$ cat src/rtl/mem_pkg.sv
// Shared memory-side types: the buffered store entry and the full-word byte enable.
// Also used by DM and the byte-enable generator.
package mem_pkg;

    localparam logic [3:0] BE_WORD = 4'b1111;

    typedef struct packed {
        logic [31:0] addr;
        logic [31:0] wd;
        logic [3:0]  be;
        logic [31:0] pc;
    } mem_entry_t;

endpackage

$ cat src/rtl/mem_store_buffer_if.sv
// Pipeline <-> store buffer <-> DM signal bundle.
// The master is the MEM stage; the slave is the store buffer driving the DM port.
interface mem_store_buffer_if;

    logic        IRQ;
    logic        st_valid;
    logic [31:0] st_addr;
    logic [31:0] st_wd;
    logic [3:0]  st_be;
    logic [31:0] st_pc;
    logic        st_stall;
    logic        ld_valid;
    logic [31:0] ld_addr;
    logic        ld_stall;
    logic [31:0] dm_a;
    logic [31:0] dm_wd;
    logic [3:0]  dm_be;
    logic [31:0] dm_pc;
    logic        dm_we;
    logic        dm_re;
    logic        empty;

    modport master (
        output IRQ, st_valid, st_addr, st_wd, st_be, st_pc, ld_valid, ld_addr,
        input  st_stall, ld_stall, dm_a, dm_wd, dm_be, dm_pc, dm_we, dm_re, empty
    );

    modport slave (
        input  IRQ, st_valid, st_addr, st_wd, st_be, st_pc, ld_valid, ld_addr,
        output st_stall, ld_stall, dm_a, dm_wd, dm_be, dm_pc, dm_we, dm_re, empty
    );

endinterface

$ cat src/rtl/sb_fifo.sv
// Circular store FIFO: pointers, occupancy and entry storage.
// Exposes per-entry valid/word-address so the owner can do the load conflict compare.
module sb_fifo
    import mem_pkg::*;
#(
    parameter int DEPTH = 4,
    parameter int PTR_W = 2
) (
    input  logic                   clk,
    input  logic                   reset,
    input  logic                   push_i,
    input  mem_entry_t             pushEntry_i,
    input  logic                   pop_i,
    output logic                   full_o,
    output logic                   empty_o,
    output mem_entry_t             head_o,
    output logic [DEPTH-1:0]       entValid_o,
    output logic [DEPTH-1:0][29:0] entWord_o
);

    mem_entry_t       entries_q [DEPTH];
    logic [PTR_W-1:0] head_q, head_d;
    logic [PTR_W-1:0] tail_q, tail_d;
    logic [PTR_W:0]   count_q, count_d;

    // Caller guarantees push only when not full and pop only when not empty.
    always_comb begin
        head_d  = pop_i  ? head_q + PTR_W'(1) : head_q;
        tail_d  = push_i ? tail_q + PTR_W'(1) : tail_q;
        count_d = count_q + (PTR_W+1)'(push_i) - (PTR_W+1)'(pop_i);
    end

    always_ff @(posedge clk) begin
        if (reset) begin
            head_q  <= '0;
            tail_q  <= '0;
            count_q <= '0;
            for (int i = 0; i < DEPTH; i++) begin
                entries_q[i] <= '0;
            end
        end else begin
            head_q  <= head_d;
            tail_q  <= tail_d;
            count_q <= count_d;
            if (push_i) begin
                entries_q[tail_q] <= pushEntry_i;
            end
        end
    end

    assign full_o  = (count_q == (PTR_W+1)'(DEPTH));
    assign empty_o = (count_q == '0);
    assign head_o  = entries_q[head_q];

    // A slot is live when its distance from head is below the occupancy.
    for (genvar g = 0; g < DEPTH; g++) begin : gEntry
        logic [PTR_W-1:0] offset;
        assign offset        = PTR_W'(g) - head_q;
        assign entValid_o[g] = ({1'b0, offset} < count_q);
        assign entWord_o[g]  = entries_q[g].addr[31:2];
    end

endmodule

$ cat src/rtl/mem_store_buffer.sv
// Posted-write buffer in front of DM: queues stores, drains them in order when loads
// leave the port free, and stalls loads that hit a word still waiting to be written.
module mem_store_buffer
    import mem_pkg::*;
#(
    parameter int DEPTH = 4,
    parameter int PTR_W = 2
) (
    input logic               clk,
    input logic               reset,
    mem_store_buffer_if.slave bus
);

    logic                   fifoFull;
    logic                   fifoEmpty;
    logic                   pushEn;
    logic                   popEn;
    logic                   ldHit;
    logic                   ldConflict;
    mem_entry_t             pushEntry;
    mem_entry_t             headEntry;
    logic [DEPTH-1:0]       entValid;
    logic [DEPTH-1:0][29:0] entWord;

    assign pushEntry    = '{addr: bus.st_addr, wd: bus.st_wd, be: bus.st_be, pc: bus.st_pc};
    assign pushEn       = bus.st_valid && !fifoFull && !reset;
    assign bus.st_stall = bus.st_valid && fifoFull && !reset;
    assign bus.empty    = fifoEmpty || reset;
    assign bus.ld_stall = ldConflict;

    sb_fifo #(
        .DEPTH(DEPTH),
        .PTR_W(PTR_W)
    ) u_fifo (
        .clk        (clk),
        .reset      (reset),
        .push_i     (pushEn),
        .pushEntry_i(pushEntry),
        .pop_i      (popEn),
        .full_o     (fifoFull),
        .empty_o    (fifoEmpty),
        .head_o     (headEntry),
        .entValid_o (entValid),
        .entWord_o  (entWord)
    );

    // Word-granular match against every buffered entry and the store arriving this cycle.
    always_comb begin
        ldHit = 1'b0;
        for (int i = 0; i < DEPTH; i++) begin
            if (entValid[i] && (entWord[i] == bus.ld_addr[31:2])) begin
                ldHit = 1'b1;
            end
        end
        if (pushEn && (bus.st_addr[31:2] == bus.ld_addr[31:2])) begin
            ldHit = 1'b1;
        end
        ldConflict = bus.ld_valid && ldHit;
    end

    // Loads own the DM port; the head store drains only when it is idle and no IRQ is taken.
    always_comb begin
        bus.dm_a  = '0;
        bus.dm_wd = '0;
        bus.dm_be = '0;
        bus.dm_pc = '0;
        bus.dm_we = 1'b0;
        bus.dm_re = 1'b0;
        popEn     = 1'b0;
        if (bus.ld_valid && !ldConflict) begin
            bus.dm_a  = bus.ld_addr;
            bus.dm_re = 1'b1;
        end else if (!fifoEmpty && !bus.IRQ && !reset) begin
            bus.dm_a  = headEntry.addr;
            bus.dm_wd = headEntry.wd;
            bus.dm_be = headEntry.be;
            bus.dm_pc = headEntry.pc;
            bus.dm_we = 1'b1;
            bus.dm_re = 1'b1;
            popEn     = 1'b1;
        end
    end

endmodule

$ cat src/flat_wrapper.sv
// flat-port wrapper written by rule: the top's interface ports become plain ports
module mem_store_buffer_flat import mem_pkg::*;
#(
    parameter int DEPTH = 4,
    parameter int PTR_W = 2
)
  (clk, reset, bus_IRQ, bus_st_valid, bus_st_addr, bus_st_wd, bus_st_be, bus_st_pc, bus_ld_valid, bus_ld_addr, bus_st_stall, bus_ld_stall, bus_dm_a, bus_dm_wd, bus_dm_be, bus_dm_pc, bus_dm_we, bus_dm_re, bus_empty);
  mem_store_buffer_if bus_i ();
  input logic clk;
  input logic reset;
  input wire logic [$bits(bus_i.IRQ)-1:0] bus_IRQ;
  input wire logic [$bits(bus_i.st_valid)-1:0] bus_st_valid;
  input wire logic [$bits(bus_i.st_addr)-1:0] bus_st_addr;
  input wire logic [$bits(bus_i.st_wd)-1:0] bus_st_wd;
  input wire logic [$bits(bus_i.st_be)-1:0] bus_st_be;
  input wire logic [$bits(bus_i.st_pc)-1:0] bus_st_pc;
  input wire logic [$bits(bus_i.ld_valid)-1:0] bus_ld_valid;
  input wire logic [$bits(bus_i.ld_addr)-1:0] bus_ld_addr;
  output wire logic [$bits(bus_i.st_stall)-1:0] bus_st_stall;
  output wire logic [$bits(bus_i.ld_stall)-1:0] bus_ld_stall;
  output wire logic [$bits(bus_i.dm_a)-1:0] bus_dm_a;
  output wire logic [$bits(bus_i.dm_wd)-1:0] bus_dm_wd;
  output wire logic [$bits(bus_i.dm_be)-1:0] bus_dm_be;
  output wire logic [$bits(bus_i.dm_pc)-1:0] bus_dm_pc;
  output wire logic [$bits(bus_i.dm_we)-1:0] bus_dm_we;
  output wire logic [$bits(bus_i.dm_re)-1:0] bus_dm_re;
  output wire logic [$bits(bus_i.empty)-1:0] bus_empty;
  assign bus_i.IRQ = bus_IRQ;
  assign bus_i.st_valid = bus_st_valid;
  assign bus_i.st_addr = bus_st_addr;
  assign bus_i.st_wd = bus_st_wd;
  assign bus_i.st_be = bus_st_be;
  assign bus_i.st_pc = bus_st_pc;
  assign bus_i.ld_valid = bus_ld_valid;
  assign bus_i.ld_addr = bus_ld_addr;
  assign bus_st_stall = bus_i.st_stall;
  assign bus_ld_stall = bus_i.ld_stall;
  assign bus_dm_a = bus_i.dm_a;
  assign bus_dm_wd = bus_i.dm_wd;
  assign bus_dm_be = bus_i.dm_be;
  assign bus_dm_pc = bus_i.dm_pc;
  assign bus_dm_we = bus_i.dm_we;
  assign bus_dm_re = bus_i.dm_re;
  assign bus_empty = bus_i.empty;
  mem_store_buffer #(.DEPTH(DEPTH), .PTR_W(PTR_W)) u_core (.clk(clk), .reset(reset), .bus(bus_i));
endmodule
$ cat config.mk
export PLATFORM = sky130hd
export DESIGN_NAME = mem_store_buffer_flat
export DESIGN_NICKNAME = d
export VERILOG_FILES = /design/src/rtl/mem_pkg.sv /design/src/rtl/mem_store_buffer_if.sv /design/src/rtl/sb_fifo.sv /design/src/rtl/mem_store_buffer.sv /design/src/flat_wrapper.sv
export SDC_FILE = /design/constraint.sdc
export NUM_CORES = 1
export LEC_CHECK = 0
export BUFFER_PORTS_ARGS = -buffer_cell sky130_fd_sc_hd__buf_2
export CAP_MARGIN = 20
export CORE_MARGIN = 2
export CORE_UTILIZATION = 47
export CTS_BUF_LIST = sky130_fd_sc_hd__clkbuf_8
export CTS_CLUSTER_DIAMETER = 30
export DETAILED_ROUTE_END_ITERATION = 10
export GPL_ROUTABILITY_DRIVEN = 1
export PLACE_DENSITY_LB_ADDON = 0.15
export SYNTH_ARGS = -nofsm -noshare
export SYNTH_HDL_FRONTEND = slang
export SYNTH_HIERARCHICAL = 1
export SYNTH_SLANG_ARGS = --single-unit
$ cat constraint.sdc
create_clock -name clk -period 9.5 [get_ports clk]
set_clock_uncertainty 0.05 [all_clocks]
set_input_delay 1.425 -clock clk [delete_from_list [all_inputs] [get_ports clk]]
set_output_delay 1.425 -clock clk [all_outputs]
set_load 0.01 [all_outputs]
# Word-level counts from Yosys, hierarchy flattened
# Memories as Yosys holds them, arrays and structs flattened. A register that Yosys moved wholly into a read port is not among the register bits.
# Index checks and enable logic that the tools add are counted.
# classes
add_sub_neg,8
magnitude_cmp,4
n_eq_ne,6
n_mux,26
reduce_logical,21
# ops
operator,n
$mux 32,6
$eq 30x30->1,5
$mux 100,1
$reduce_or 100->1,1
$mux 1,14
$logic_and 1x1->1,13
$lt 2x3->1,4
$mux 4,2
$mux 2,3
$logic_not 1->1,5
$add 2x1->2 const B,2
$sub 1x2->2 const A,2
$sub 2x2->2 const A,2
$add 3x1->3,1
$eq 3x3->1 const B,1
$logic_not 3->1,1
$sub 3x1->3,1
$logic_or 1x1->1,1
# word_totals
register_bits,7
ram_bits,400
in_bits,137
out_inout_bits,105
n_memories,1
# memory_table
name,depth,width,read_ports,rd_clocked_by_memory_dff,write_ports,line,source
u_core.u_fifo.entries_q,4,100,5,1,4,sb_fifo.sv:21,mem_entry_t entries_q [DEPTH];

# Depth between registers and ports, before layout
# Gate-level depths: netlist of the first run.
# logic_depth
depth_word,14
depth_mapped,18

# Modules after synthesis
# The synthesis of the first run kept the hierarchy.
# modules_own_cells
mod,n_inst,cells_per_inst,area_per_inst_um2
sb_fifo,1,1148,18520.3
mem_store_buffer,1,421,3030.4

# Worst setup path after synthesis of the first run
# Ideal clock, no wire load.
# synth_path
kind,input to register
from,input reset
to,"memory u_core/u_fifo/entries_q[2][0] in the netlist's numbering, enable pin"
setup_ns,0.580
arrival_ns,6.934
t_required_ns,8.870
setup_slack_ns,1.936
path_stages,3
cell_sequence,nor3b_1 > nand2_1 > o21bai_1
# synth_rtl
item,line,source
from (decl),flat_wrapper.sv:10,input logic reset;
to (decl),sb_fifo.sv:21,

# Worst setup path after layout of the first run
# layout_path
from,input reset
to,output bus_dm_pc[12]
# layout_via
elab_chain_len,8
# layout_lines
item,line,source
$logic_not 1->1,mem_store_buffer.sv:26,assign pushEn = bus.st_valid && !fifoFull && !reset;
$logic_and 1x1->1,mem_store_buffer.sv:26,
via u_core.pushEn,mem_store_buffer.sv:16,logic pushEn;
$logic_and 1x1->1,mem_store_buffer.sv:55,if (pushEn && (bus.st_addr[31:2] == bus.ld_addr[31:2])) begin
$mux 1,mem_store_buffer.sv:55,
$logic_and 1x1->1,mem_store_buffer.sv:58,ldConflict = bus.ld_valid && ldHit;
$logic_not 1->1,mem_store_buffer.sv:70,if (bus.ld_valid && !ldConflict) begin
$logic_and 1x1->1,mem_store_buffer.sv:70,
$mux 32,mem_store_buffer.sv:70,
to (decl),flat_wrapper.sv:24,output wire logic [$bits(bus_i.dm_pc)-1:0] bus_dm_pc;
# The timed path passes the listed nets, and every way through them passes these cells.

==> flow_metrics.py, run 1 <==
metrics = {
    "yosys": {
        "synth_cells": 1569,
        "synth_fp_nets": 1713,
        "postSynthAreaPerCell_sq_um": 13.74,
        "netlist_top_cells_area": "edfxtp_1, and2_1, mux4_2",
        "synth-edff-count": 400,
        "synth_area_sq_mm": 0.02155,
        "seq_area_frac_synth_pct": 56.57,
        "synth_top_flop_cell": "edfxtp_1",
        "yosys_warnings": 6,
        "synth_seq_cells": 409,
        "ys_async_sr_fraction_pct": 0,
        "synth_top_area_share_pct": 55.74,
        "synth_top_cell_by_area": "edfxtp_1",
        "synth_cell_types": 41,
    },
    "setup_path": {
        "worstPathRequired_ns": 8.03,
        "crit_chain": "buf_2 > nor3b_1 > buf_2 > nand3_1 > nor4_1 > a32oi_1 > a31oi_4 > buf_4 > and2_1 > buf_2",
        "crit_top_cell": "buf_2",
        "cp_data_arrival_time_ns": 4.26,
        "cp-end-kind": "output pin",
        "cpMaxStageDelayCell": "buf_4",
        "cp_num_buf_inv": 4,
        "start_kind": "input port",
        "crit_type": "in -> out",
        "path_max_fanout": 59,
        "max_stage_delay_ns": 0.50,
        "critPathTopFamily": "buffers and inverters",
    },
    "sta": {
        "tns_ns": 0,
        "fmax_ghz": 0.1742,
        "finalCritPeriodShare_pct": 60.42,
        "setup_viol": 0,
        "hold_viol_final": 0,
        "rsz0062_at_grt": "no",
        "slew_headroom_pct": 25.94,
        "tightest_slew_ns": 1.109,
        "slew_violations": 0,
        "timing.final.crit_period_ns": 5.739,
    },
    "die": {
        "core_sq_mm": 0.04528,
        "dieArea_sq_mm": 0.04758,
        "start_util_pct": 47.59,
        "num_io_pins": 242,
        "die_y_microns": 218.1,
        "row_count": 78,
        "die_w_microns": 218.1,
    },
    "placement": {
        "dp.final_hpwl_microns": 33120,
        "place_inst": 2201,
        "placed_cell_area_sq_mm": 0.02223,
        "routabilityCongestion": 0.8751,
        "io_buffers": 241,
    },
    "power": {
        "power_density_mw_per_mm2": 208.4,
        "p_switching_mw": 1.284,
        "total_power_mw": 5.095,
        "combPwrFrac_pct": 11.7,
        "netSwitchingFraction_pct": 25.19,
        "p_clk_share_pct": 45.5,
        "pwr-share-seq_pct": 42.8,
        "p_leak_nw": 9.410,
        "internal-power_mw": 3.812,
        "ir_drop_v": 0.0001414,
    },
    "grt": {
        "grt_pass1_vias": 12890,
        "grt_pass1_wl_microns": 81750,
        "grt.overflow.total": 0,
        "grt_use_total_pct": 23.44,
        "grt_max_degree": 61,
        "antenna_found_initial": 12,
    },
    "routing": {
        "wl_per_cell_microns": 22.92,
        "drc": 0,
        "detail-route-antenna-nets": 0,
        "vias": 12450,
        "viasPerCell": 5.216,
        "dr.pass1.iters": 5,
        "wl_microns": 54680,
        "drtIter0Drc": 795,
    },
    "clock_tree": {
        "cts_tree": "done",
        "clkTransAtPathRegs_ns": 0.05,
        "cts_resized": 0,
        "cts_htree_levels": 3,
        "root_buffer": "clkbuf_8",
        "insertion_delay_ns": 0.68,
        "cts_setup_buffers": 0,
        "cts-buffers-inserted": 97,
        "clockBufferDepth": 3,
        "cts_hold_buf": 0,
        "clock-sinks": 409,
    },
    "layout": {
        "register_area_sq_mm": 0.01220,
        "layout.nets": 1845,
        "fin_area_sq_mm": 0.02445,
        "fin_cells": 2386,
        "multi_input_area_sq_mm": 0.007771,
        "final_cell_mix": "and2_1, edfxtp_1, buf_2",
        "final_util_pct": 54.00,
        "area_growth_syn_to_layout_pct": 13.46,
        "final_common_cell": "and2_1",
        "fill_cells": 3942,
        "drive_gt1_share_pct": 29.91,
    },
    "min_path": {
        "hp-class": "reg -> reg",
    },
    "run": {
        "maxCapViolCount": 0,
    },
    "status": {
        "status": "complete, no violations",
    },
}
synth_stat cells (all sizes together), types with 7 or more instances:
cell and instances:
xnor2 156, mux4 100, nand3 7, nor2 7, and2 468, clkbuf 50, edfxtp 400, inv 39
nand4 34, nand2 38, dfxtp 9, mux2i 32, nor4 10, buf 180
kinds of logic (layout without fill, tap and decap cells):
logic type / count (synthesis) / after routing / synth area share [%]
simple gates: 581 / 581 / 16.56
flops: 409 / 409 / 56.57
buf+inv: 269 / 482 / 7.612
xor+xnor: 157 / 157 / 6.381
mux: 132 / 132 / 11.94
compound gates: 14 / 14 / 0.4993
fa+ha+maj: 7 / 7 / 0.4412
other cells: 0 / 4 / 0
registers in the layout (all words and copies together) (netlist names), named ones only:
signal / flops
u_core/u_fifo/count_q: 3
u_core/u_fifo/head_q: 2
u_core/u_fifo/entries_q: 400
u_core/u_fifo/tail_q: 2
power by group through the flow:
stage / sequential (mW) / combinational, mW / clock (mW)
4_1_cts: 2.18 / 0.603 / 2.37
6_report: 2.18 / 0.595 / 2.32
3_5_place_dp: 2.22 / 0.598 / 0
5_1_grt: 2.19 / 0.641 / 2.46
3_3_place_gp: 2.21 / 0.602 / 0
2_1_floorplan: 2.20 / 0.443 / 0
layer usage:
layer,GRT usage (%),wire length [microns]
met1,31.49,23110
met3,6.708,4230
met5,0,84
met4,7.211,1008
met2,37.03,26250
worst paths after layout:
check / from / to / slack, ns / cells past startpoint
max: reset / bus_dm_pc[12] / 3.76 / 10
min: u_core/u_fifo/count_q[1]$_SDFF_PP0_ / u_core/u_fifo/count_q[2]$_SDFF_PP0_ / 0.50 / 2
max reg2reg: u_core/u_fifo/head_q[0]$_SDFFE_PP0P_ / u_core/u_fifo/count_q[2]$_SDFF_PP0_ / 5.78 / 16
min reg2reg: u_core/u_fifo/count_q[1]$_SDFF_PP0_ / u_core/u_fifo/count_q[2]$_SDFF_PP0_ / 0.50 / 2
through the flow:
stage | worst slack, ns | hold WS, ns
final | 3.761 | 0.5028
after floorplan | 1.937 | 0.4562
after detailed placement | 3.240 | 0.4944
after CTS | 3.242 | 0.5108
after global placement | 3.466 | 0.4863
after global routing | 3.442 | 0.5360
final cells by class:
class	count	share of cell area (%)
flip-flops and latches	409	49.89
multi-input cells	891	31.78
well taps	600	3.070
clock buffers	97	5.460
clock inverters	83	3.561
diodes	4	0.04094
repair buffers	263	5.598
inverters	39	0.5987
worst reg2reg max path: stages, from the launching register on:
cell and delay [ns]:
dfxtp_1 0.44, xnor2_1 0.17, inv_1 0.06, ha_1 0.27, a21oi_1 0.05, or2_2 0.30
nand4_1 0.11, nor4_1 0.06, a32oi_1 0.39, a31oi_4 0.30, ha_1 0.37, inv_1 0.04
ha_1 0.20, fa_1 0.41, xnor2_1 0.17, xnor2_1 0.14, nor2_1 0.05
No activity file was read; power rests on OpenSTA's default activity.
==> inputs of run 2 (changes only) <==
clock period = 5.4 ns   (was 9.5 ns; I/O delays follow)
==> flow_metrics.py, run 2 (synthesized netlist as in run 1, its figures left out) <==
metrics = {
    "status": {
        "status": "complete, no violations",
    },
    "power": {
        "p_switching_mw": 2.240,
        "p_leak_nw": 9.382,
        "p_clk_share_pct": 44.4,
        "power_density_mw_per_mm2": 359.4,
        "pwr-share-seq_pct": 43.7,
        "ir_drop_v": 0.0002407,
        "total_power_mw": 8.808,
        "netSwitchingFraction_pct": 25.43,
        "internal-power_mw": 6.568,
        "combPwrFrac_pct": 11.9,
    },
    "sta": {
        "fmax_ghz": 0.2002,
        "rsz0062_at_grt": "no",
        "layout_setup_ws_ns": 0.4049,
        "finalCritPeriodShare_pct": 92.50,
        "hold_viol_final": 0,
        "tns_ns": 0,
        "slew_headroom_pct": 27.04,
        "timing.final.crit_period_ns": 4.995,
        "slew_violations": 0,
        "tightest_slew_ns": 1.094,
        "setup_viol": 0,
    },
    "layout": {
        "drive_gt1_share_pct": 29.85,
        "largest_reg_flops": 400,
        "fin_cells": 2383,
        "layout.nets": 1843,
        "final_cell_mix": "and2_1, edfxtp_1, buf_2",
        "final_util_pct": 54.12,
        "area_growth_syn_to_layout_pct": 13.73,
        "final_common_cell": "and2_1",
        "top_register": "u_core/u_fifo/entries_q",
        "top_regs": "u_core/u_fifo/entries_q (400), u_core/u_fifo/count_q (3)",
    },
    "setup_path": {
        "path_max_fanout": 17,
        "cp-end-kind": "output pin",
        "r2r_cells": 16,
        "start_kind": "flip-flop",
        "crit_type": "reg -> out",
        "cp_data_arrival_time_ns": 4.14,
        "worstPathRequired_ns": 4.54,
    },
    "placement": {
        "dp.final_hpwl_microns": 33360,
        "dp_slack_ns": 0.7905,
        "place_inst": 2199,
        "routabilityCongestion": 0.9029,
        "io_buffers": 241,
    },
    "die": {
        "core_sq_mm": 0.04528,
        "die_y_microns": 218.1,
        "row_count": 78,
        "start_util_pct": 47.59,
        "die_w_microns": 218.1,
        "num_io_pins": 242,
        "dieArea_sq_mm": 0.04758,
    },
    "clock_tree": {
        "insertion_delay_ns": 0.69,
        "clockBufferDepth": 3,
        "cts_setup_buffers": 0,
        "root_buffer": "clkbuf_8",
        "cts_tree": "done",
        "clkTransAtPathRegs_ns": 0.05,
        "clock-sinks": 409,
        "cts_htree_levels": 3,
        "cts-buffers-inserted": 98,
        "cts_resized": 0,
        "cts_hold_buf": 0,
    },
    "routing": {
        "m1WireLength_microns": 22670,
        "wl_met3_microns": 3727,
        "viasPerCell": 5.216,
        "routed.top_layer": "met5",
        "wl_per_cell_microns": 22.83,
        "detail-route-antenna-nets": 0,
        "wl_met2_microns": 26600,
        "vias": 12430,
        "drc": 0,
        "drtIter0Drc": 831,
        "wl_microns": 54420,
        "dr.pass1.iters": 7,
    },
    "grt": {
        "grt_max_degree": 97,
        "grt_use_total_pct": 23.14,
        "antenna_found_initial": 13,
        "grt.overflow.total": 0,
        "grt_pass1_wl_microns": 80380,
        "grt_pass1_vias": 12740,
    },
    "min_path": {
        "hp-class": "in -> reg",
        "whs_path_depth": 2,
    },
    "run": {
        "maxCapViolCount": 0,
    },
}
==> run 2: cell count changes in the layout (fill, tap and decap cells not counted), sizes merged <==
cell and delta:
bufinv -4, clkinv -7, clkinvlp +8, clkbuf +3
buf -3
==> run 2: layout make-up <==
class                   count  area [sq um]
flip-flops and latches    409         12200
inverters                  39         146.4
diodes                      4         10.01
fillers                  3811         20770
repair buffers            260          1486
clock buffers             100          1376
well taps                 600         750.7
clock inverters            80         768.2
multi-input cells         891          7771
==> run 2: worst paths after layout <==
check / endpoint / startpoint / slack, ns
hold / removal: u_core/u_fifo/entries_q[3][67]$_DFFE_PP_ / bus_st_wd[31] / 0.38
setup / recovery: bus_dm_a[27] / u_core/u_fifo/head_q[0]$_SDFFE_PP0P_ / 0.40
hold reg to reg: u_core/u_fifo/count_q[2]$_SDFF_PP0_ / u_core/u_fifo/count_q[1]$_SDFF_PP0_ / 0.50
setup reg to reg: u_core/u_fifo/count_q[2]$_SDFF_PP0_ / u_core/u_fifo/head_q[0]$_SDFFE_PP0P_ / 1.66
==> run 2: critical path, stage by stage (launching register included) <==
cell	delay, ns
dfxtp_1	0.44
xnor2_1	0.17
inv_1	0.06
ha_1	0.27
a21oi_1	0.05
or2_2	0.28
nand4_1	0.11
nor4_1	0.06
a32oi_1	0.39
nand3_2	0.73
buf_12	0.43
mux2i_1	0.27
buf_2	0.19
==> run 2: layer usage <==
| layer | track usage [%] | vias up |
|---|---|---|
| met5 | 0 | - |
| met4 | 8.435 | 16 |
| met3 | 5.484 | 84 |
| met2 | 37.43 | 444 |
| met1 | 30.54 | 6223 |
| li1 | - | 5662 |
==> run 2: through the flow <==
| step | area, sq um | hold slack (ns) |
|---|---|---|
| 2_1_floorplan | 21560 | 0.4562 |
| 3_5_place_dp | 22350 | 0.4935 |
| 4_1_cts | 24500 | 0.3211 |
| 5_1_grt | 24500 | 0.3679 |
| 6_report | 24510 | 0.3823 |
| 3_3_place_gp | 22350 | 0.4696 |
==> run 2: power groups by stage <==
stage	Clock, mW	Combinational, mW	Sequential [mW]
2_1_floorplan	0	0.780	3.85
6_report	3.91	1.05	3.85
3_3_place_gp	0	1.06	3.90
3_5_place_dp	0	1.06	3.91
5_1_grt	4.16	1.13	3.87
4_1_cts	3.99	1.07	3.85
